===== src/rtl/vram_access_arbiter_if.sv =====
// Writer handshake and frame-buffer RAM port shared between the arbiter and its environment.
interface vram_access_arbiter_if #(
  parameter int unsigned ADDR_W = 15,
  parameter int unsigned DATA_W = 12
);
  logic              wr_req;
  logic [ADDR_W-1:0] wr_addr;
  logic [DATA_W-1:0] wr_data;
  logic              wr_ready;
  logic [ADDR_W-1:0] mem_addr;
  logic              mem_we;
  logic [DATA_W-1:0] mem_wdata;
  logic [DATA_W-1:0] mem_rdata;

  modport slave (
    input  wr_req, wr_addr, wr_data, mem_rdata,
    output wr_ready, mem_addr, mem_we, mem_wdata
  );

  modport master (
    output wr_req, wr_addr, wr_data, mem_rdata,
    input  wr_ready, mem_addr, mem_we, mem_wdata
  );
endinterface


===== src/rtl/vram_access_arbiter.sv =====
// Single-port frame-buffer arbiter: display scan-out owns the RAM while video is on,
// buffered pixel writes drain only during blanking.
module vram_access_arbiter #(
  parameter int unsigned ADDR_W      = 15,
  parameter int unsigned H_CELLS     = 160,
  parameter int unsigned V_CELLS     = 120,
  parameter int unsigned SCALE_SHIFT = 2,
  parameter int unsigned FIFO_DEPTH  = 4,
  parameter int unsigned DATA_W      = 12
) (
  input  logic                        clk,
  input  logic                        reset,
  input  logic                        video_on,
  input  logic [9:0]                  pixel_x,
  input  logic [9:0]                  pixel_y,
  vram_access_arbiter_if.slave        bus,
  output logic [DATA_W-1:0]           RGB,
  output logic [$clog2(FIFO_DEPTH):0] fifo_count,
  output logic                        wr_err
);

  localparam int unsigned PTR_W = $clog2(FIFO_DEPTH);
  localparam int unsigned CNT_W = PTR_W + 1;
  localparam int unsigned CELLS = H_CELLS * V_CELLS;

  typedef enum logic [1:0] {
    BLANK_IDLE  = 2'd0,
    ACTIVE      = 2'd1,
    BLANK_WRITE = 2'd2
  } state_e;

  state_e            state_q, state_d;
  logic [ADDR_W-1:0] mem_addr_q, mem_addr_d;
  logic [DATA_W-1:0] mem_wdata_q, mem_wdata_d;
  logic              mem_we_q, mem_we_d;
  logic              wr_ready_q, wr_ready_d;
  logic              wr_err_q, wr_err_d;
  logic [CNT_W-1:0]  count_q, count_d;
  logic [PTR_W-1:0]  wptr_q, wptr_d, rptr_q, rptr_d;
  logic [DATA_W-1:0] rgb_q, rgb_d;
  logic              vid1_q, vid2_q;

  logic [ADDR_W-1:0] fifo_addr_q [FIFO_DEPTH];
  logic [DATA_W-1:0] fifo_data_q [FIFO_DEPTH];

  logic              push, store, pop, in_range;
  logic [ADDR_W-1:0] scan_addr;

  // Next-state, FIFO bookkeeping and registered-output values
  always_comb begin
    state_d     = state_q;
    mem_addr_d  = mem_addr_q;
    mem_wdata_d = mem_wdata_q;
    mem_we_d    = 1'b0;
    push        = bus.wr_req && wr_ready_q;
    in_range    = bus.wr_addr < ADDR_W'(CELLS);
    store       = push && in_range;
    scan_addr   = ADDR_W'(pixel_y >> SCALE_SHIFT) * ADDR_W'(H_CELLS)
                + ADDR_W'(pixel_x >> SCALE_SHIFT);

    if (video_on)              state_d = ACTIVE;
    else if (count_q != '0)    state_d = BLANK_WRITE;
    else                       state_d = BLANK_IDLE;

    pop = (state_d == BLANK_WRITE);

    case (state_d)
      ACTIVE:      mem_addr_d = scan_addr;
      BLANK_WRITE: begin
        mem_we_d    = 1'b1;
        mem_addr_d  = fifo_addr_q[rptr_q];
        mem_wdata_d = fifo_data_q[rptr_q];
      end
      default:     mem_addr_d = mem_addr_q;
    endcase

    count_d    = count_q + CNT_W'(store) - CNT_W'(pop);
    wptr_d     = store ? wptr_q + PTR_W'(1) : wptr_q;
    rptr_d     = pop   ? rptr_q + PTR_W'(1) : rptr_q;
    wr_ready_d = count_d < CNT_W'(FIFO_DEPTH);
    wr_err_d   = wr_err_q | (push && !in_range);
    rgb_d      = vid2_q ? bus.mem_rdata : '0;
  end

  always_ff @(posedge clk) begin
    if (reset) begin
      state_q     <= BLANK_IDLE;
      mem_addr_q  <= '0;
      mem_wdata_q <= '0;
      mem_we_q    <= 1'b0;
      wr_ready_q  <= 1'b0;
      wr_err_q    <= 1'b0;
      count_q     <= '0;
      wptr_q      <= '0;
      rptr_q      <= '0;
      rgb_q       <= '0;
      vid1_q      <= 1'b0;
      vid2_q      <= 1'b0;
    end else begin
      state_q     <= state_d;
      mem_addr_q  <= mem_addr_d;
      mem_wdata_q <= mem_wdata_d;
      mem_we_q    <= mem_we_d;
      wr_ready_q  <= wr_ready_d;
      wr_err_q    <= wr_err_d;
      count_q     <= count_d;
      wptr_q      <= wptr_d;
      rptr_q      <= rptr_d;
      rgb_q       <= rgb_d;
      vid1_q      <= video_on;
      vid2_q      <= vid1_q;
    end
  end

  // FIFO storage needs no reset; occupancy is tracked by count/pointers
  always_ff @(posedge clk) begin
    if (store) begin
      fifo_addr_q[wptr_q] <= bus.wr_addr;
      fifo_data_q[wptr_q] <= bus.wr_data;
    end
  end

  assign bus.wr_ready  = wr_ready_q;
  assign bus.mem_addr  = mem_addr_q;
  assign bus.mem_we    = mem_we_q;
  assign bus.mem_wdata = mem_wdata_q;
  assign RGB           = rgb_q;
  assign fifo_count    = count_q;
  assign wr_err        = wr_err_q;

endmodule


===== src/flat_wrapper.sv =====
// flat-port wrapper written by rule: the top's interface ports become plain ports
module vram_access_arbiter_flat 
#(
  parameter int unsigned ADDR_W      = 15,
  parameter int unsigned H_CELLS     = 160,
  parameter int unsigned V_CELLS     = 120,
  parameter int unsigned SCALE_SHIFT = 2,
  parameter int unsigned FIFO_DEPTH  = 4,
  parameter int unsigned DATA_W      = 12
)
  (clk, reset, video_on, pixel_x, pixel_y, RGB, fifo_count, wr_err, bus_wr_req, bus_wr_addr, bus_wr_data, bus_mem_rdata, bus_wr_ready, bus_mem_addr, bus_mem_we, bus_mem_wdata);
  vram_access_arbiter_if #(.ADDR_W(ADDR_W), .DATA_W(DATA_W)) bus_i ();
  input  logic clk;
  input  logic reset;
  input  logic video_on;
  input  logic [9:0] pixel_x;
  input  logic [9:0] pixel_y;
  output logic [DATA_W-1:0] RGB;
  output logic [$clog2(FIFO_DEPTH):0] fifo_count;
  output logic wr_err;
  input wire logic [$bits(bus_i.wr_req)-1:0] bus_wr_req;
  input wire logic [$bits(bus_i.wr_addr)-1:0] bus_wr_addr;
  input wire logic [$bits(bus_i.wr_data)-1:0] bus_wr_data;
  input wire logic [$bits(bus_i.mem_rdata)-1:0] bus_mem_rdata;
  output wire logic [$bits(bus_i.wr_ready)-1:0] bus_wr_ready;
  output wire logic [$bits(bus_i.mem_addr)-1:0] bus_mem_addr;
  output wire logic [$bits(bus_i.mem_we)-1:0] bus_mem_we;
  output wire logic [$bits(bus_i.mem_wdata)-1:0] bus_mem_wdata;
  assign bus_i.wr_req = bus_wr_req;
  assign bus_i.wr_addr = bus_wr_addr;
  assign bus_i.wr_data = bus_wr_data;
  assign bus_i.mem_rdata = bus_mem_rdata;
  assign bus_wr_ready = bus_i.wr_ready;
  assign bus_mem_addr = bus_i.mem_addr;
  assign bus_mem_we = bus_i.mem_we;
  assign bus_mem_wdata = bus_i.mem_wdata;
  vram_access_arbiter #(.ADDR_W(ADDR_W), .H_CELLS(H_CELLS), .V_CELLS(V_CELLS), .SCALE_SHIFT(SCALE_SHIFT), .FIFO_DEPTH(FIFO_DEPTH), .DATA_W(DATA_W)) u_core (.clk(clk), .reset(reset), .video_on(video_on), .pixel_x(pixel_x), .pixel_y(pixel_y), .bus(bus_i), .RGB(RGB), .fifo_count(fifo_count), .wr_err(wr_err));
endmodule

===== config.mk =====
export PLATFORM = sky130hd
export DESIGN_NAME = vram_access_arbiter_flat
export DESIGN_NICKNAME = d
export VERILOG_FILES = /design/src/rtl/vram_access_arbiter_if.sv /design/src/rtl/vram_access_arbiter.sv /design/src/flat_wrapper.sv
export SDC_FILE = /design/constraint.sdc
export NUM_CORES = 1
export LEC_CHECK = 0
export ABC_AREA = 1
export BUFFER_PORTS_ARGS = -buffer_cell sky130_fd_sc_hd__buf_2
export CORE_MARGIN = 4
export CORE_UTILIZATION = 28
export DETAILED_ROUTE_END_ITERATION = 6
export GPL_ROUTABILITY_DRIVEN = 0
export SYNTH_ARGS = -nofsm -noshare
export SYNTH_HDL_FRONTEND = slang
export SYNTH_SLANG_ARGS = --single-unit

===== constraint.sdc =====
create_clock -name clk -period 2.85 [get_ports clk]
set_input_delay 0 -clock clk [delete_from_list [all_inputs] [get_ports clk]]
set_output_delay 0 -clock clk [all_outputs]
set_load 0.02 [all_outputs]

==> run metrics <==
H-tree Lvls=4; total number of yosys warnings=0; # resized after CTS=0; VDD IR-drop max=roughly 0.4 mV; RSZ-0062 raised after global routing=false; DRT antenna net count=0; PD cells=roughly 770 nW/um^2; R2R Setup Slk=between 0.5 and 0.6 ns; Min-Delay Path Class=input pin to flop; clock network latency to the later pin of the worst-skew pair=0.42 ns; Distinct cells, synth=slightly above 40; Setup Buffers After CTS=0; Final period util=0.7943; Min Clock Period, post-route=roughly 2.3 ns; largest net degree at the start of global routing=36; post-synth net total=approximately 690; endpoint of the worst hold path=u_core.bus.mem_addr[14]$_SDFFE_PP0P_; Max Clock Freq=about 440 MHz; routed wire length=around 15 mm; Synth Register Bits=161; Hold Path Origin=pixel_y[9]; chip height=roughly 160 microns; Max clock buf depth=2; crit-path cells=nor3_4, nor2_4, ha_1, inv_1, ha_1, inv_1, fa_1, xor2_1, xor2_1, inv_1, nor2_1; Final Skew=between 0.007 and 0.008 ns; Root Driver=clkbuf_16; DR vias/cell=4.348; most frequent cells in the layout=edfxtp_1 (108), nor2_1 (103), buf_2 (103); commonest non-fill, non-tap cell in the layout=edfxtp_1; Die ar.=between 20000 and 30000 sq um; CP Buf/Inv Count=3; CP dominant cell by count=inv_1; CTS Hold Bufs=56; Seq/Total Area, Yosys=0.6519; core area=between 20000 and 25000 sq um; CTS buffer count=17; WHS Path Cells=6; Setup TNS Final=0 ns; Worst path slowest cell=dfxtp_1; Slew Viols, Final=0; initial antenna violation count=2; Reg-to-Reg End=u_core.bus.wr_ready$_SDFF_PP0_; drt first pass iters=4; Worst Reg2Reg Path Length in Cells=11; # DRC=0; CP startpoint kind=flop; max cap viols=0; Fin. Hold Viols=0; clock-pin slew on the worst setup and hold paths=about 0.070 ns; CTS tree=yes; placed insts=approximately 1000; DR iter-0 viols=between 200 and 300; Final Net Count=860; GRT Util Overall=0.1207; critical path capture point type=flop; Leakage=between 0.003 and 0.004 uW; worst stage delay on the critical path=0.38 ns; Die X=161.6 microns; IO buf count=103; critical path arrival=2.62 ns; Critical Path RT=roughly 3.2 ns; Final Instance Area=just under 9000 sq um; worst rel slew slack=0.4148; vias in the first global route=about 4700; Largest delay share family, worst path=adder cells; Critical Path Source=u_core.fifo_count[1]$_SDFF_PP0_; critical path class=flop to flop; I/O pin count=between 100 and 150; Mean Syn Cell Area=10.93 sq um; Tightest Pin Transition=between 0.8 and 0.9 ns; TritonCTS Sinks=approximately 160; cell area after synthesis=approximately 6600 sq um; share of cells above drive strength 1=0.2163; drt wl/cell=between 10 and 15 microns; global-route wire length before repair=roughly 25 mm; worst r2r src=u_core.fifo_count[1]$_SDFF_PP0_; total grt overflow=0; Worst Path Max Fanout=7; Vias=between 4000 and 5000; Synth Instances=approximately 600; DP Wirelength=9.966 mm; initial core utilization=0.2881; P&R area growth vs syn=31.51%; Final setup viols=0; Placed Instance Area=~7500 sq um; std cell rows=55; outcome=finished, final reports clean; Cell Count, Final, Fillers Out=1100
==> where the power goes <==
| group | internal, uW | leakage [uW] | total (uW) | switching [uW] |
|---|---|---|---|---|
| combinational | 548 | 0.00183 | 1580 | 1040 |
| clock | 1180 | 0.000284 | 2230 | 1050 |
| sequential | 2720 | 0.00141 | 2840 | 120 |
==> per-layer routing <==
metal  track usage  routed length (microns)  vias up
met5             0                       12        -
met4       0.04537                      290        2
met3       0.03139                      860       26
met2        0.2029                     7443      113
met1        0.1497                     6843     2217
li1              -                        -     2425
==> sequential cells by signal, indices dropped and copies added (netlist names), named ones only <==
| name | cells |
|---|---|
| u_core.bus.mem_addr | 15 |
| u_core.bus.wr_ready | 1 |
| u_core.vid2_q | 1 |
| u_core.fifo_data_q | 48 |
| u_core.wr_err | 1 |
| u_core.RGB | 12 |
| u_core.fifo_count | 3 |
| u_core.rptr_q | 2 |
| u_core.fifo_addr_q | 60 |
| u_core.bus.mem_wdata | 12 |
| u_core.vid1_q | 1 |
| u_core.bus.mem_we | 1 |
| u_core.wptr_q | 2 |
==> area by class of cell <==
cell class,instances,area [sq um]
sequential,161,4304
clock inverter,15,166.4
inverter,58,217.7
timing repair buffer,173,1181
fill,2257,14230
antenna,1,2.502
clock buffer,17,425.4
multi-input combinational,362,1994
tap,313,391.6
==> worst max path at each step <==
| stage | endpoint | cells past startpoint |
|---|---|---|
| after CTS | u_core.bus.wr_ready$_SDFF_PP0_ | 11 |
| after global routing | u_core.bus.wr_ready$_SDFF_PP0_ | 11 |
| after detailed placement | u_core.bus.wr_ready$_SDFF_PP0_ | 11 |
| after global placement | u_core.bus.wr_ready$_SDFF_PP0_ | 11 |
| final | u_core.bus.wr_ready$_SDFF_PP0_ | 11 |
| after floorplan | u_core.bus.wr_ready$_SDFF_PP0_ | 12 |
==> cell families (layout without fill, tap and decap cells) <==
family                     count (synthesis)  count (layout)  synth area share
adders and majority gates                 24              24           0.04889
and+or+nand+nor                          192             192            0.1222
buffers and inverters                     81             263           0.04756
xor gates and xnor gates                   7               7           0.01042
other                                      0               1                 0
DFF                                      161             161            0.6519
AOI/OAI and AO/OA                        139             139            0.1190
==> stage by stage <==
step | setup slack [ns] | util | hold WS [ns] | total power, uW
detailed placement | 0.6140 | 0.3285 | 0.2036 | 4421
CTS | 0.5726 | 0.3788 | 0.08126 | 6745
global placement | 0.6283 | 0.3285 | 0.1999 | 4398
finish | 0.5862 | 0.3789 | 0.09379 | 6644
global route | 0.3928 | 0.3789 | 0.1296 | 7039
floorplan | 0.3590 | - | 0.07936 | 3896
==> cell usage after synthesis (all sizes together) <==
cell type    n  share of area
a31oi       18          0.017
fa           3         0.0091
o22ai       10         0.0095
inv         57          0.032
clkinv       1        0.00057
dfxtp       53           0.16
ha          21          0.040
xnor2        3         0.0040
clkbuf      15         0.0087
o211ai       1         0.0011
nor2       111          0.066
o21bai       1         0.0011
o21ai       80          0.061
edfxtp     108           0.49
xor2         4         0.0064
a21oi       20          0.017
a21boi       2         0.0023
a32oi        3         0.0040
nand3       11         0.0091
or2          2         0.0023
a32o         3         0.0045
o221ai       1         0.0013
nand3b       1         0.0011
nand2       63          0.038
buf          8         0.0059
nand4        2         0.0019
nor3         2         0.0032
==> worst min-delay path, stage by stage <==
cell and delay, ns:
buf_2 0.11, nand3_1 0.07, nand2_1 0.10, nand3_1 0.09, nand3_2 0.07, a21oi_2 0.04
Note: power is estimated with default switching activity, not from simulation.
